### src/rtl/i2c_pkg.sv
// Shared types and constants for the I2C target: FSM states, address width, R/W and ACK bit levels.
package i2c_pkg;
  localparam int ADDR_W = 7;

  localparam logic RW_WRITE = 1'b0;
  localparam logic RW_READ  = 1'b1;

  localparam logic I2C_ACK  = 1'b0;
  localparam logic I2C_NACK = 1'b1;

  typedef enum logic [2:0] {
    IDLE,
    ADDR,
    ADDR_ACK,
    RX,
    RX_ACK,
    TX,
    TX_ACK,
    WAIT_STOP
  } state_t;
endpackage

### src/rtl/i2c_bus_sync.sv
// SCL/SDA synchronizer, optional persistence filter (I2C_SLAVE_GLITCH_FILTER_EN) and edge/START/STOP detection.
// Events are registered: bus edge to event is SYNC_STAGES+1 clks (+FILT_LEN with the filter); no backpressure.
module i2c_bus_sync #(
  parameter int SYNC_STAGES = 2,
  parameter int FILT_LEN    = 3
) (
  input  logic clk,
  input  logic rst,
  input  logic scl_in,
  input  logic sda_in,
  output logic scl_rise,
  output logic scl_fall,
  output logic start_det,
  output logic stop_det,
  output logic sda_s
);
  if (SYNC_STAGES < 2) begin : g_bad_sync
    $error("SYNC_STAGES must be at least 2");
  end
  if (FILT_LEN < 2) begin : g_bad_filt
    $error("FILT_LEN must be at least 2");
  end

  logic [SYNC_STAGES-1:0] scl_sync;
  logic [SYNC_STAGES-1:0] sda_sync;
  logic                   scl_f;
  logic                   sda_f;
  logic                   scl_d;
  logic                   sda_d;

  // Idle bus level is high, so reset everything to 1 to avoid phantom edges.
  always_ff @(posedge clk) begin
    if (rst) begin
      scl_sync <= '1;
      sda_sync <= '1;
    end else begin
      scl_sync <= {scl_sync[SYNC_STAGES-2:0], scl_in};
      sda_sync <= {sda_sync[SYNC_STAGES-2:0], sda_in};
    end
  end

`ifdef I2C_SLAVE_GLITCH_FILTER_EN
  logic [FILT_LEN-2:0] scl_hist;
  logic [FILT_LEN-2:0] sda_hist;
  logic [FILT_LEN-1:0] scl_win;
  logic [FILT_LEN-1:0] sda_win;
  logic                scl_filt;
  logic                sda_filt;

  assign scl_win = {scl_hist, scl_sync[SYNC_STAGES-1]};
  assign sda_win = {sda_hist, sda_sync[SYNC_STAGES-1]};

  // Output only follows the line once FILT_LEN consecutive samples agree.
  always_ff @(posedge clk) begin
    if (rst) begin
      scl_hist <= '1;
      sda_hist <= '1;
      scl_filt <= 1'b1;
      sda_filt <= 1'b1;
    end else begin
      scl_hist <= scl_win[FILT_LEN-2:0];
      sda_hist <= sda_win[FILT_LEN-2:0];
      if (&scl_win)       scl_filt <= 1'b1;
      else if (~|scl_win) scl_filt <= 1'b0;
      if (&sda_win)       sda_filt <= 1'b1;
      else if (~|sda_win) sda_filt <= 1'b0;
    end
  end

  assign scl_f = scl_filt;
  assign sda_f = sda_filt;
`else
  assign scl_f = scl_sync[SYNC_STAGES-1];
  assign sda_f = sda_sync[SYNC_STAGES-1];
`endif

  always_ff @(posedge clk) begin
    if (rst) begin
      scl_d     <= 1'b1;
      sda_d     <= 1'b1;
      scl_rise  <= 1'b0;
      scl_fall  <= 1'b0;
      start_det <= 1'b0;
      stop_det  <= 1'b0;
      sda_s     <= 1'b1;
    end else begin
      scl_d     <= scl_f;
      sda_d     <= sda_f;
      scl_rise  <= scl_f & ~scl_d;
      scl_fall  <= ~scl_f & scl_d;
      start_det <= scl_f & scl_d & sda_d & ~sda_f;
      stop_det  <= scl_f & scl_d & ~sda_d & sda_f;
      sda_s     <= sda_f;
    end
  end
endmodule

### src/rtl/i2c_slave.sv
// I2C target: 7-bit address match, write bytes to rx_data, read bytes from tx_data; open-drain SDA, never stretches SCL.
// Optional glitch filter via `define I2C_SLAVE_GLITCH_FILTER_EN; tx_data must be valid whenever tx_req pulses.
module i2c_slave
  import i2c_pkg::*;
#(
  parameter logic [ADDR_W-1:0] SLAVE_ADDR  = 7'h50,
  parameter int                SYNC_STAGES = 2,
  parameter int                FILT_LEN    = 3
) (
  input  logic       clk,
  input  logic       rst,
  input  logic       scl_in,
  input  logic       sda_in,
  output logic       sda_oe,
  output logic [7:0] rx_data,
  output logic       rx_valid,
  input  logic [7:0] tx_data,
  output logic       tx_req,
  output logic       busy
);
  logic scl_rise, scl_fall, start_det, stop_det, sda_s;

  i2c_bus_sync #(
    .SYNC_STAGES(SYNC_STAGES),
    .FILT_LEN   (FILT_LEN)
  ) u_sync (
    .clk      (clk),
    .rst      (rst),
    .scl_in   (scl_in),
    .sda_in   (sda_in),
    .scl_rise (scl_rise),
    .scl_fall (scl_fall),
    .start_det(start_det),
    .stop_det (stop_det),
    .sda_s    (sda_s)
  );

  state_t     state, state_n;
  logic [7:0] shift, shift_n;
  logic [7:0] tx_shift, tx_shift_n;
  logic [2:0] cnt, cnt_n;
  logic       rw, rw_n;
  logic       phase, phase_n;
  logic       oe_n, busy_n, rx_valid_n;
  logic [7:0] rx_data_n;
  logic [7:0] rx_byte;
  logic       load_tx;

  always_ff @(posedge clk) begin
    if (rst) begin
      state    <= IDLE;
      shift    <= '0;
      tx_shift <= '0;
      cnt      <= '0;
      rw       <= RW_WRITE;
      phase    <= 1'b0;
      sda_oe   <= 1'b0;
      rx_data  <= '0;
      rx_valid <= 1'b0;
      busy     <= 1'b0;
    end else begin
      state    <= state_n;
      shift    <= shift_n;
      tx_shift <= tx_shift_n;
      cnt      <= cnt_n;
      rw       <= rw_n;
      phase    <= phase_n;
      sda_oe   <= oe_n;
      rx_data  <= rx_data_n;
      rx_valid <= rx_valid_n;
      busy     <= busy_n;
    end
  end

  always_comb begin
    state_n    = state;
    shift_n    = shift;
    tx_shift_n = tx_shift;
    cnt_n      = cnt;
    rw_n       = rw;
    phase_n    = phase;
    oe_n       = sda_oe;
    rx_data_n  = rx_data;
    rx_valid_n = 1'b0;
    busy_n     = busy;
    load_tx    = 1'b0;
    rx_byte    = {shift[6:0], sda_s};

    // Bus conditions beat any coincident SCL edge.
    if (stop_det) begin
      state_n = IDLE;
      busy_n  = 1'b0;
      oe_n    = 1'b0;
    end else if (start_det) begin
      state_n = ADDR;
      cnt_n   = '0;
      busy_n  = 1'b0;
      oe_n    = 1'b0;
    end else begin
      case (state)
        IDLE: ;
        ADDR: if (scl_rise) begin
          shift_n = rx_byte;
          cnt_n   = cnt + 3'd1;
          if (cnt == 3'd7) begin
            if (shift[6:0] == SLAVE_ADDR && SLAVE_ADDR != 7'h00) begin
              state_n = ADDR_ACK;
              busy_n  = 1'b1;
              rw_n    = sda_s;
              phase_n = 1'b0;
            end else begin
              state_n = IDLE;
              oe_n    = 1'b0;
            end
          end
        end
        ADDR_ACK: if (scl_fall) begin
          if (!phase) begin
            oe_n    = 1'b1;
            phase_n = 1'b1;
          end else if (rw == RW_WRITE) begin
            oe_n    = 1'b0;
            cnt_n   = '0;
            state_n = RX;
          end else begin
            load_tx = 1'b1;
          end
        end
        RX: if (scl_rise) begin
          shift_n = rx_byte;
          cnt_n   = cnt + 3'd1;
          if (cnt == 3'd7) begin
            rx_data_n  = rx_byte;
            rx_valid_n = 1'b1;
            state_n    = RX_ACK;
            phase_n    = 1'b0;
          end
        end
        RX_ACK: if (scl_fall) begin
          if (!phase) begin
            oe_n    = 1'b1;
            phase_n = 1'b1;
          end else begin
            oe_n    = 1'b0;
            cnt_n   = '0;
            state_n = RX;
          end
        end
        TX: if (scl_fall) begin
          if (cnt == 3'd7) begin
            oe_n    = 1'b0;
            phase_n = 1'b0;
            state_n = TX_ACK;
          end else begin
            oe_n       = ~tx_shift[6];
            tx_shift_n = {tx_shift[6:0], 1'b0};
            cnt_n      = cnt + 3'd1;
          end
        end
        // phase records that the master ACKed, so the next fall reloads.
        TX_ACK: begin
          if (scl_rise) begin
            if (sda_s == I2C_NACK) begin
              state_n = WAIT_STOP;
              oe_n    = 1'b0;
            end else begin
              phase_n = 1'b1;
            end
          end else if (scl_fall && phase) begin
            load_tx = 1'b1;
          end
        end
        WAIT_STOP: ;
        default: state_n = IDLE;
      endcase
    end

    // MSB goes out on the same fall that tx_data is captured.
    if (load_tx) begin
      tx_shift_n = tx_data;
      oe_n       = ~tx_data[7];
      cnt_n      = '0;
      state_n    = TX;
    end
  end

  assign tx_req = load_tx & ~rst;
endmodule

### config.mk
export PLATFORM = sky130hd
export DESIGN_NAME = i2c_slave
export DESIGN_NICKNAME = d
export VERILOG_FILES = /design/src/rtl/i2c_pkg.sv /design/src/rtl/i2c_bus_sync.sv /design/src/rtl/i2c_slave.sv
export SDC_FILE = /design/constraint.sdc
export NUM_CORES = 1
export LEC_CHECK = 0
export ABC_CLOCK_PERIOD_IN_PS = 2800
export CAP_MARGIN = 20
export CORE_UTILIZATION = 45
export CTS_BUF_LIST = sky130_fd_sc_hd__clkbuf_2 sky130_fd_sc_hd__clkbuf_4 sky130_fd_sc_hd__clkbuf_8
export DETAILED_ROUTE_END_ITERATION = 12
export DONT_BUFFER_PORTS = 1
export PLACE_DENSITY = 0.69
export SETUP_SLACK_MARGIN = 0.1
export SYNTH_ARGS = -nofsm -noshare
export SYNTH_HDL_FRONTEND = slang
export SYNTH_SLANG_ARGS = --single-unit
### constraint.sdc
create_clock -name clk -period 2.8 [get_ports clk]
set_clock_uncertainty 0.05 [all_clocks]
set_input_delay 0.56 -clock clk [delete_from_list [all_inputs] [get_ports clk]]
set_output_delay 0.56 -clock clk [all_outputs]
set_load 0.05 [all_outputs]
# Yosys cells after proc, flatten, opt, wreduce, memory -nomap -nowiden
# Cells that the tools add are included.
# word_totals
regBits	43
input_bits	12
out_inout_bits	12
elab_cells	182
# op_classes
addsub	1
n_eq_ne	50
muxes	69
bitwise	19
reduce_logical	24
# ops
operator	n
3-bit two-way mux	25
7-bit two-way mux	6
5-bit by 2-bit inequality test with 1-bit output (second input constant)	7
5-bit by 3-bit inequality test with 1-bit output (second input constant)	7
1-bit two-way mux	32
14-bit AND reduction	2
2-bit inequality test (second input constant)	11
10-bit AND reduction	2
3-bit case mux with 6 select lines	1
2-bit by 1-bit inequality test with 1-bit output (second input constant)	8
3-bit equality test (second input constant)	4
3-bit by 1-bit inequality test with 1-bit output (second input constant)	4
3-bit by 2-bit inequality test with 1-bit output (second input constant)	4
3-bit case mux with 4 select lines	1
1-bit NOT	11
11-bit AND reduction	1
1-bit case mux with 5 select lines	2
5-bit AND reduction	2
5-bit nonzero test	2
9-bit nonzero test	1
1-bit AND	8
4-bit AND reduction	2
8-bit nonzero test	1
7-bit equality test (second input constant)	1
other kinds (14)	18

# Logic depth before layout (Yosys ltp)
# Gate-level depths: netlist (run 1).
# depth
word_depth	8
ltp_mapped	8
mapped_depth_nobuf	7

# Modules after synthesis
# Synthesis (run 1) repeated with hierarchy kept, for this count alone.
# unflattened
hier_cells	231
area_unflattened_um2	2130.8
# by_module_without_submodules
mod	instances	cells_per_inst	area_per_inst_um2	seq_area_each_um2
i2c_slave	1	209	1830.5	660.6
i2c_bus_sync	1	22	300.3	200.2

# Worst setup path after synthesis (run 1)
# OpenSTA, ideal clock, no wires.
# synth_timing
path_kind	input-to-output
from	in rst
to	out tx_req
arrival_time_ns	1.614
required_time_ns	2.190
setup_slack_ns	0.576
cell_stages	3
n_path_buf	2
path_cell_list	clkbuf_1 clkbuf_1 nor2_1
# synth_via
elab_chain_cells	2
# synth_lines
element	line_no	source
start, declared	i2c_slave.sv:11	input logic rst,
1-bit NOT	i2c_slave.sv:187	assign tx_req = load_tx & ~rst;
1-bit AND	i2c_slave.sv:187	
end, declared	i2c_slave.sv:18	output logic tx_req,
# Every way passes these cells.

# Worst setup path in the final report (run 1)
# layout_timing
from	reg state[2]
to	out tx_req
# layout_via
elab_chain_cells	5
word_cells_on_any_way	6
cone_classes	eq/ne (2); mux (3); bitwise (1)
# layout_lines
element	line_no	source
start, declared	i2c_slave.sv:38	state_t state, state_n;
start signal, assigned	i2c_slave.sv:62	state <= state_n;
3-bit equality test or 3-bit by 2-bit equality test with 1-bit output (tied branches)	i2c_slave.sv:100	case (state)
1-bit case mux with 2 select lines (*)	i2c_slave.sv:100	
1-bit two-way mux (*)	i2c_slave.sv:94	end else if (start_det) begin
1-bit two-way mux (*)	i2c_slave.sv:90	if (stop_det) begin
1-bit AND (*)	i2c_slave.sv:187	
# Every way passes the cells marked *; elsewhere a longest branch is shown, timed or not.

==> results.py, run 1 <==
metrics = {
    "logic_synthesis": {
        "yosys.cell_types.count": 49,
        "yosysSeqAreaShare_pct": 41.77,
        "synth_top_area_share_pct": 41.77,
        "post-synth-top-count-cell": "dfxtp_1",
        "synth_top_cell_by_area": "dfxtp_1",
        "synthTopCellsByArea": "dfxtp_1 42%, mux2i_1 8.7%, nor2_1 5.3%",
        "synth_flop_cell": "dfxtp_1",
        "synthesis.nets": 250,
        "netlist_area_um2": 2061,
        "synthArstFlopShare_pct": 0,
        "synthTopCellsByCount": "43 x dfxtp_1, 29 x nor2_1, 18 x mux2i_1",
        "postSynthCellCount": 236,
        "synth_seq_cells": 43,
        "ys_warn_count": 0,
        "synth-edff-count": 0,
        "synth.avg_cell_area_um2": 8.732,
    },
    "critical_path": {
        "ff2ff_setup_slack_ns": 0.64,
        "worstPathArrival_ns": 1.90,
        "cp_slowest_stage_delay_ns": 0.76,
        "r2r_start": "state[2]$_SDFFE_PP0P_",
        "crit_type": "flop to output port",
        "setup.worst_path.end": "tx_req",
        "crit_start": "state[2]$_SDFFE_PP0P_",
        "crit_cells": 3,
        "critical_path.top_delay_family": "flip-flops",
        "rr_endpoint": "state[2]$_SDFFE_PP0P_",
        "crit_buf_inv": 1,
        "crit_slowest_cell": "dfxtp_1",
        "reg2reg_depth": 5,
        "start_kind": "flop",
        "cp_max_fo": 23,
        "cp_data_required_time_ns": 2.19,
        "critPathCaptureType": "output port",
        "path_cells": "o2111ai_2 -> nor2_1 -> buf_4",
    },
    "floorplan": {
        "io_pins": 24,
        "die_area_um2": 4854,
        "coreArea_um2": 4384,
        "die_w_um": 69.67,
        "rows": 24,
        "start_util_pct": 47.00,
        "die_y_um": 69.67,
    },
    "global_routing": {
        "grt_max_degree": 38,
        "grt.met2_usage_pct": 28.59,
        "met3_usage_pct": 4.651,
        "gr-usage-met1_pct": 22.54,
        "overflow": 0,
        "busiest_layer": "met2",
        "track_usage_pct": 17.81,
        "grt_pass1_wl_mm": 6.962,
        "grt_pass1_vias": 1501,
        "grt_antenna_before_repair": 0,
    },
    "run": {
        "cap_violations": 0,
    },
    "power": {
        "ir_worst_vdd_mv": 0.4660,
        "power_frac_clock_pct": 46.8,
        "power_frac_comb_pct": 2.5,
        "internal_power_w": 0.0009974,
        "seq_power_share_pct": 50.7,
        "power.density_nw_per_um2": 553.8,
        "p_leak_nw": 0.9234,
        "net-switching-power_w": 0.0002346,
        "sw_frac_of_total_pct": 19.04,
    },
    "final_layout": {
        "synthToLayoutAreaGrowth_pct": 7.954,
        "drive_gt1_share_pct": 13.73,
        "fillers": 400,
        "diodes": 0,
        "num-nets-final": 246,
        "regArea_um2": 860.8,
        "multi_input_area_um2": 1076,
        "stdcell_count": 285,
    },
    "sta": {
        "fmax_mhz": 398.6,
        "worst_slew_margin_rel_pct": 55.29,
        "setup_ws_ns": 0.2912,
        "finalSetupViolCount": 0,
        "rsz0062_at_grt": "no",
        "hold_viol_final": 0,
        "setup-tns-final_ns": 0,
        "period_minus_slack_ns": 2.509,
        "tightest_slew_ns": 0.6698,
        "finalMaxSlewViolations": 0,
        "fin_crit_sh_pct": 89.60,
    },
    "placement": {
        "portBuffers": 0,
        "gp_congestion": 0.8263,
        "placedCellCount": 277,
        "dp_worst_setup_slack_ns": 0.6213,
        "place_hpwl_mm": 2.844,
    },
    "route": {
        "ant_nets": 0,
        "vias": 1659,
        "dr.pass1.iters": 4,
        "wl_per_cell_um": 14.44,
        "viasPerCell": 5.821,
        "drc_errors": 0,
        "drtIter0Drc": 146,
        "wl_mm": 4.114,
    },
    "clock_tree": {
        "clock-sinks": 43,
        "numCtsBuffers": 5,
        "clkSlewWorstSetupHoldPaths_ns": 0.08,
        "ctsResizeCount": 0,
        "hold_buffers": 0,
        "post_cts.repair.setup_buffers": 0,
        "cts_tree": "yes",
        "insertion_delay_ns": 0.30,
        "clockBufferDepth": 2,
        "cts-root-buf": "clkbuf_8",
        "htreeDepth": 2,
    },
    "outcome": {
        "status": "finished, final reports clean",
    },
    "hold_path": {
        "hold_path_class": "primary input to flop",
    },
}
layer usage:
| layer | vias up | wire length [um] |
|---|---|---|
| met5 | - | 0 |
| met4 | 0 | 82 |
| met3 | 8 | 221 |
| met2 | 54 | 1979 |
| met1 | 764 | 1831 |
| li1 | 833 | - |
worst min-delay path by stage:
| stage | startpoint | end | slack, ns | cells after the start |
|---|---|---|---|---|
| final | rst | phase$_SDFFE_PP0P_ | 0.27 | 1 |
| after global routing | rst | phase$_SDFFE_PP0P_ | 0.26 | 1 |
| after global placement | u_sync.scl_sync[0]$_SDFF_PP1_ | u_sync.scl_sync[1]$_SDFF_PP1_ | 0.34 | 1 |
| after floorplan | u_sync.scl_sync[0]$_SDFF_PP1_ | u_sync.scl_sync[1]$_SDFF_PP1_ | 0.34 | 1 |
| after detailed placement | u_sync.scl_sync[0]$_SDFF_PP1_ | u_sync.scl_sync[1]$_SDFF_PP1_ | 0.35 | 1 |
| after CTS | rst | rx_data[5]$_SDFFE_PP0P_ | 0.26 | 1 |
metrics by stage:
step,hold slack (ns),power (W),util (%),cell area (um^2)
CTS,0.2627,0.001249,50.74,2225
global route,0.2622,0.001271,50.74,2225
floorplan,0.3395,0.0006697,-,2061
global placement,0.3426,0.0006697,47.63,2088
detailed placement,0.3518,0.0006701,47.63,2088
finish,0.2698,0.001232,50.74,2225
area by class of cell:
type	instances	area share (%)
repair buffers	5	1.687
flip-flops and latches	43	38.70
clock buffers	6	3.431
clock inverters	2	2.700
multi-input cells	164	48.37
well taps	52	2.925
inverters	13	2.193
worst reg2reg max path, delay by kind of cell, from the launching register on:
family,cells,cell delay [ns]
DFF,1,0.76
and+or+nand+nor,2,0.74
AOI/OAI and AO/OA,3,0.52
cells by family (layout without fill, tap and decap cells):
family	count (synthesis)	in the layout	synth area share [%]
buffers and inverters	29	26	6.011
multiplexers	18	18	8.743
AND/OR/NAND/NOR	86	86	22.22
flip-flops	43	43	41.77
adder cells (fa/ha/maj)	2	2	1.214
AO/OA/AOI/OAI	58	58	20.04
power groups by stage:
stage                     registers (W)  clock network, W   logic, W
final                          0.000624          0.000576  0.0000313
after global placement         0.000639                 0  0.0000311
after CTS                      0.000624          0.000593  0.0000314
after global routing           0.000626          0.000610  0.0000352
after floorplan                0.000635                 0  0.0000351
after detailed placement       0.000639                 0  0.0000313
flip-flops by register name, indices dropped and copies added (netlist names), 2 cells and up:
name	flops
tx_shift	7
shift	7
state	3
rx_data	8
cnt	3
u_sync.scl_sync	2
u_sync.sda_sync	2
placed cells by master, fill, tap and decap left out, types with 2 or more instances in the layout:
master / synthesis / routed
bufinv_16: 0 / 2
nor2b_1: 3 / 3
nand2b_1: 3 / 3
buf_4: 1 / 5
clkbuf_8: 0 / 5
o22ai_1: 4 / 4
ha_1: 2 / 2
a21oi_1: 17 / 17
o21a_1: 2 / 2
nand2_1: 17 / 17
o21ai_0: 9 / 9
nand4_1: 3 / 3
a31oi_1: 4 / 4
o221a_2: 6 / 6
nand3b_1: 3 / 3
nor2_1: 29 / 29
o221ai_1: 2 / 2
or2_2: 7 / 7
mux2i_1: 18 / 18
nor3b_1: 5 / 5
dfxtp_1: 43 / 43
o211ai_1: 2 / 2
nor4_1: 2 / 2
inv_1: 13 / 13
nand3_1: 2 / 2
(Power assumes the default switching activity.)
==> run 2, diff against run 1 <==
--- a/config.mk
+++ b/config.mk
@@ -5,6 +5,7 @@
 export SDC_FILE = /design/constraint.sdc
 export NUM_CORES = 1
 export LEC_CHECK = 0
+export ABC_AREA = 1
 export ABC_CLOCK_PERIOD_IN_PS = 2800
 export CAP_MARGIN = 20
 export CORE_UTILIZATION = 45
==> results.py, run 2 <==
metrics = {
    "global_routing": {
        "overflow": 0,
        "grt_pass1_vias": 1820,
        "met3_usage_pct": 4.360,
        "gr-usage-met1_pct": 28.44,
        "grt_antenna_before_repair": 0,
        "grt.met2_usage_pct": 32.28,
        "grt_pass1_wl_mm": 8.466,
        "busiest_layer": "met2",
        "track_usage_pct": 21.29,
        "grt_max_degree": 24,
    },
    "placement": {
        "gp_congestion": 0.9641,
        "place_hpwl_mm": 3.693,
        "portBuffers": 0,
    },
    "power": {
        "p_leak_nw": 1.018,
        "ir_worst_vdd_mv": 0.5036,
        "internal_power_w": 0.001268,
        "sw_frac_of_total_pct": 43.67,
        "power.density_nw_per_um2": 986.0,
        "power_frac_comb_pct": 43.6,
        "power_frac_clock_pct": 20.7,
        "net-switching-power_w": 0.0009832,
        "seq_power_share_pct": 35.6,
    },
    "critical_path": {
        "cp_max_fo": 19,
        "r2r_start": "state[2]$_SDFFE_PP0P_",
        "critPathCaptureType": "output port",
        "reg2reg_depth": 6,
        "crit_type": "flop to output port",
        "worstPathArrival_ns": 1.91,
        "cp_data_required_time_ns": 2.19,
        "start_kind": "flop",
        "crit_start": "state[2]$_SDFFE_PP0P_",
    },
    "floorplan": {
        "io_pins": 24,
        "die_y_um": 71.42,
        "die_area_um2": 5100,
        "rows": 24,
        "start_util_pct": 48.14,
        "die_w_um": 71.42,
        "coreArea_um2": 4504,
    },
    "sta": {
        "finalSetupViolCount": 0,
        "tightest_slew_ns": 0.6613,
        "setup-tns-final_ns": 0,
        "fin_crit_sh_pct": 90.12,
        "worst_slew_margin_rel_pct": 55.85,
        "period_minus_slack_ns": 2.523,
        "finalMaxSlewViolations": 0,
        "rsz0062_at_grt": "no",
        "fmax_mhz": 396.3,
        "hold_viol_final": 0,
    },
    "run": {
        "cap_violations": 0,
    },
    "logic_synthesis": {
        "synthesis.nets": 327,
        "synth_top_cell_by_area": "dfxtp_1",
        "synthTopCellsByArea": "dfxtp_1 40%, nand2_1 10%, nor2_1 8.5%",
        "synth-edff-count": 0,
        "post-synth-top-count-cell": "nand2_1",
        "postSynthCellCount": 313,
        "synthArstFlopShare_pct": 0,
        "synth_top_area_share_pct": 39.70,
        "ys_warn_count": 0,
        "synthTopCellsByCount": "59 x nand2_1, 49 x nor2_1, 43 x dfxtp_1",
        "yosysSeqAreaShare_pct": 39.70,
        "synth_seq_cells": 43,
        "netlist_area_um2": 2168,
        "yosys.cell_types.count": 30,
        "synth_flop_cell": "dfxtp_1",
        "synth.avg_cell_area_um2": 6.928,
    },
    "route": {
        "drc_errors": 0,
        "dr.pass1.iters": 5,
        "vias": 1990,
        "drtIter0Drc": 143,
        "wl_per_cell_um": 13.54,
        "ant_nets": 0,
        "viasPerCell": 5.467,
        "wl_mm": 4.929,
    },
    "clock_tree": {
        "htreeDepth": 2,
        "insertion_delay_ns": 0.29,
        "cts_tree": "yes",
        "hold_buffers": 0,
        "cts-root-buf": "clkbuf_8",
        "numCtsBuffers": 5,
        "clock-sinks": 43,
        "clkSlewWorstSetupHoldPaths_ns": 0.08,
        "ctsResizeCount": 0,
        "clockBufferDepth": 2,
        "post_cts.repair.setup_buffers": 0,
    },
    "final_layout": {
        "final_cell_mix": "59 x nand2_1, 49 x nor2_1, 43 x dfxtp_1",
        "fin_util_pct": 50.69,
        "drive_gt1_share_pct": 8.974,
        "largestRegisters": "rx_data x8, shift x7, tx_shift x7",
        "largest_register_ff_count": 8,
        "top_register": "rx_data",
        "final_common_cell": "nand2_1",
        "synthToLayoutAreaGrowth_pct": 5.309,
        "diodes": 0,
        "num-nets-final": 326,
    },
    "outcome": {
        "status": "finished, final reports clean",
    },
    "hold_path": {
        "hold_path_class": "primary input to flop",
        "min_from": "rst",
        "hold_depth": 1,
    },
}
-- run 2: per-layer routing --
| metal | vias to the layer above | wire, um |
|---|---|---|
| met4 | 0 | 145 |
| met2 | 65 | 2193 |
| li1 | 1029 | - |
| met5 | - | 0 |
| met3 | 15 | 269 |
| met1 | 881 | 2321 |
-- run 2: path summary, 6_finish.rpt --
path | slack [ns] | end
hold / removal | 0.28 | rx_valid$_SDFF_PP0_
setup / recovery | 0.28 | tx_req
setup reg to reg | 0.66 | rx_data[0]$_SDFFE_PP0P_
hold reg to reg | 0.37 | u_sync.scl_sync[1]$_SDFF_PP1_
-- run 2: area by class of cell --
class                      count  area [um^2]
clock inverter                 2        37.54
clock buffer                   5        68.82
tap                           52        65.06
fill                         445         2221
timing repair buffer           3        22.52
sequential                    43        860.8
inverter                      33        126.4
multi-input combinational    226         1102
-- run 2: power groups by stage --
stage                     combinational, W  clock, W  sequential, W
after floorplan                   0.000903         0       0.000731
after global placement            0.000977         0       0.000813
after detailed placement          0.000973         0       0.000814
after global routing               0.00111  0.000495       0.000815
final                             0.000982  0.000467       0.000803
after CTS                         0.000977  0.000475       0.000800
-- run 2: metrics by stage --
step / total power (W) / hold WS [ns] / setup WS (ns) / area [um^2] / cells
3_3_place_gp: 0.001790 / 0.3408 / 0.6577 / 2177 / 357
3_5_place_dp: 0.001788 / 0.3485 / 0.6274 / 2177 / 357
6_report: 0.002251 / 0.2796 / 0.2766 / 2283 / 364
4_1_cts: 0.002253 / 0.2735 / 0.3065 / 2283 / 364
5_1_grt: 0.002423 / 0.2672 / 0.1366 / 2283 / 364
2_1_floorplan: 0.001634 / 0.3395 / 0.4643 / 2168 / 313
-- run 2: critical path, stage by stage (launching register included) --
cell,delay (ns)
dfxtp_1,0.52
nor3_4,0.45
nand2_2,0.07
nand2_1,0.09
nand2_2,0.15
nor2_1,0.13
buf_4,0.21
-- run 2: cell families after synthesis --
kind of cell	after synthesis	synth area share [%]
simple gates	170	35.49
compound gates	54	14.20
buf+inv	44	9.463
flops	43	39.70
fa+ha+maj	2	1.154
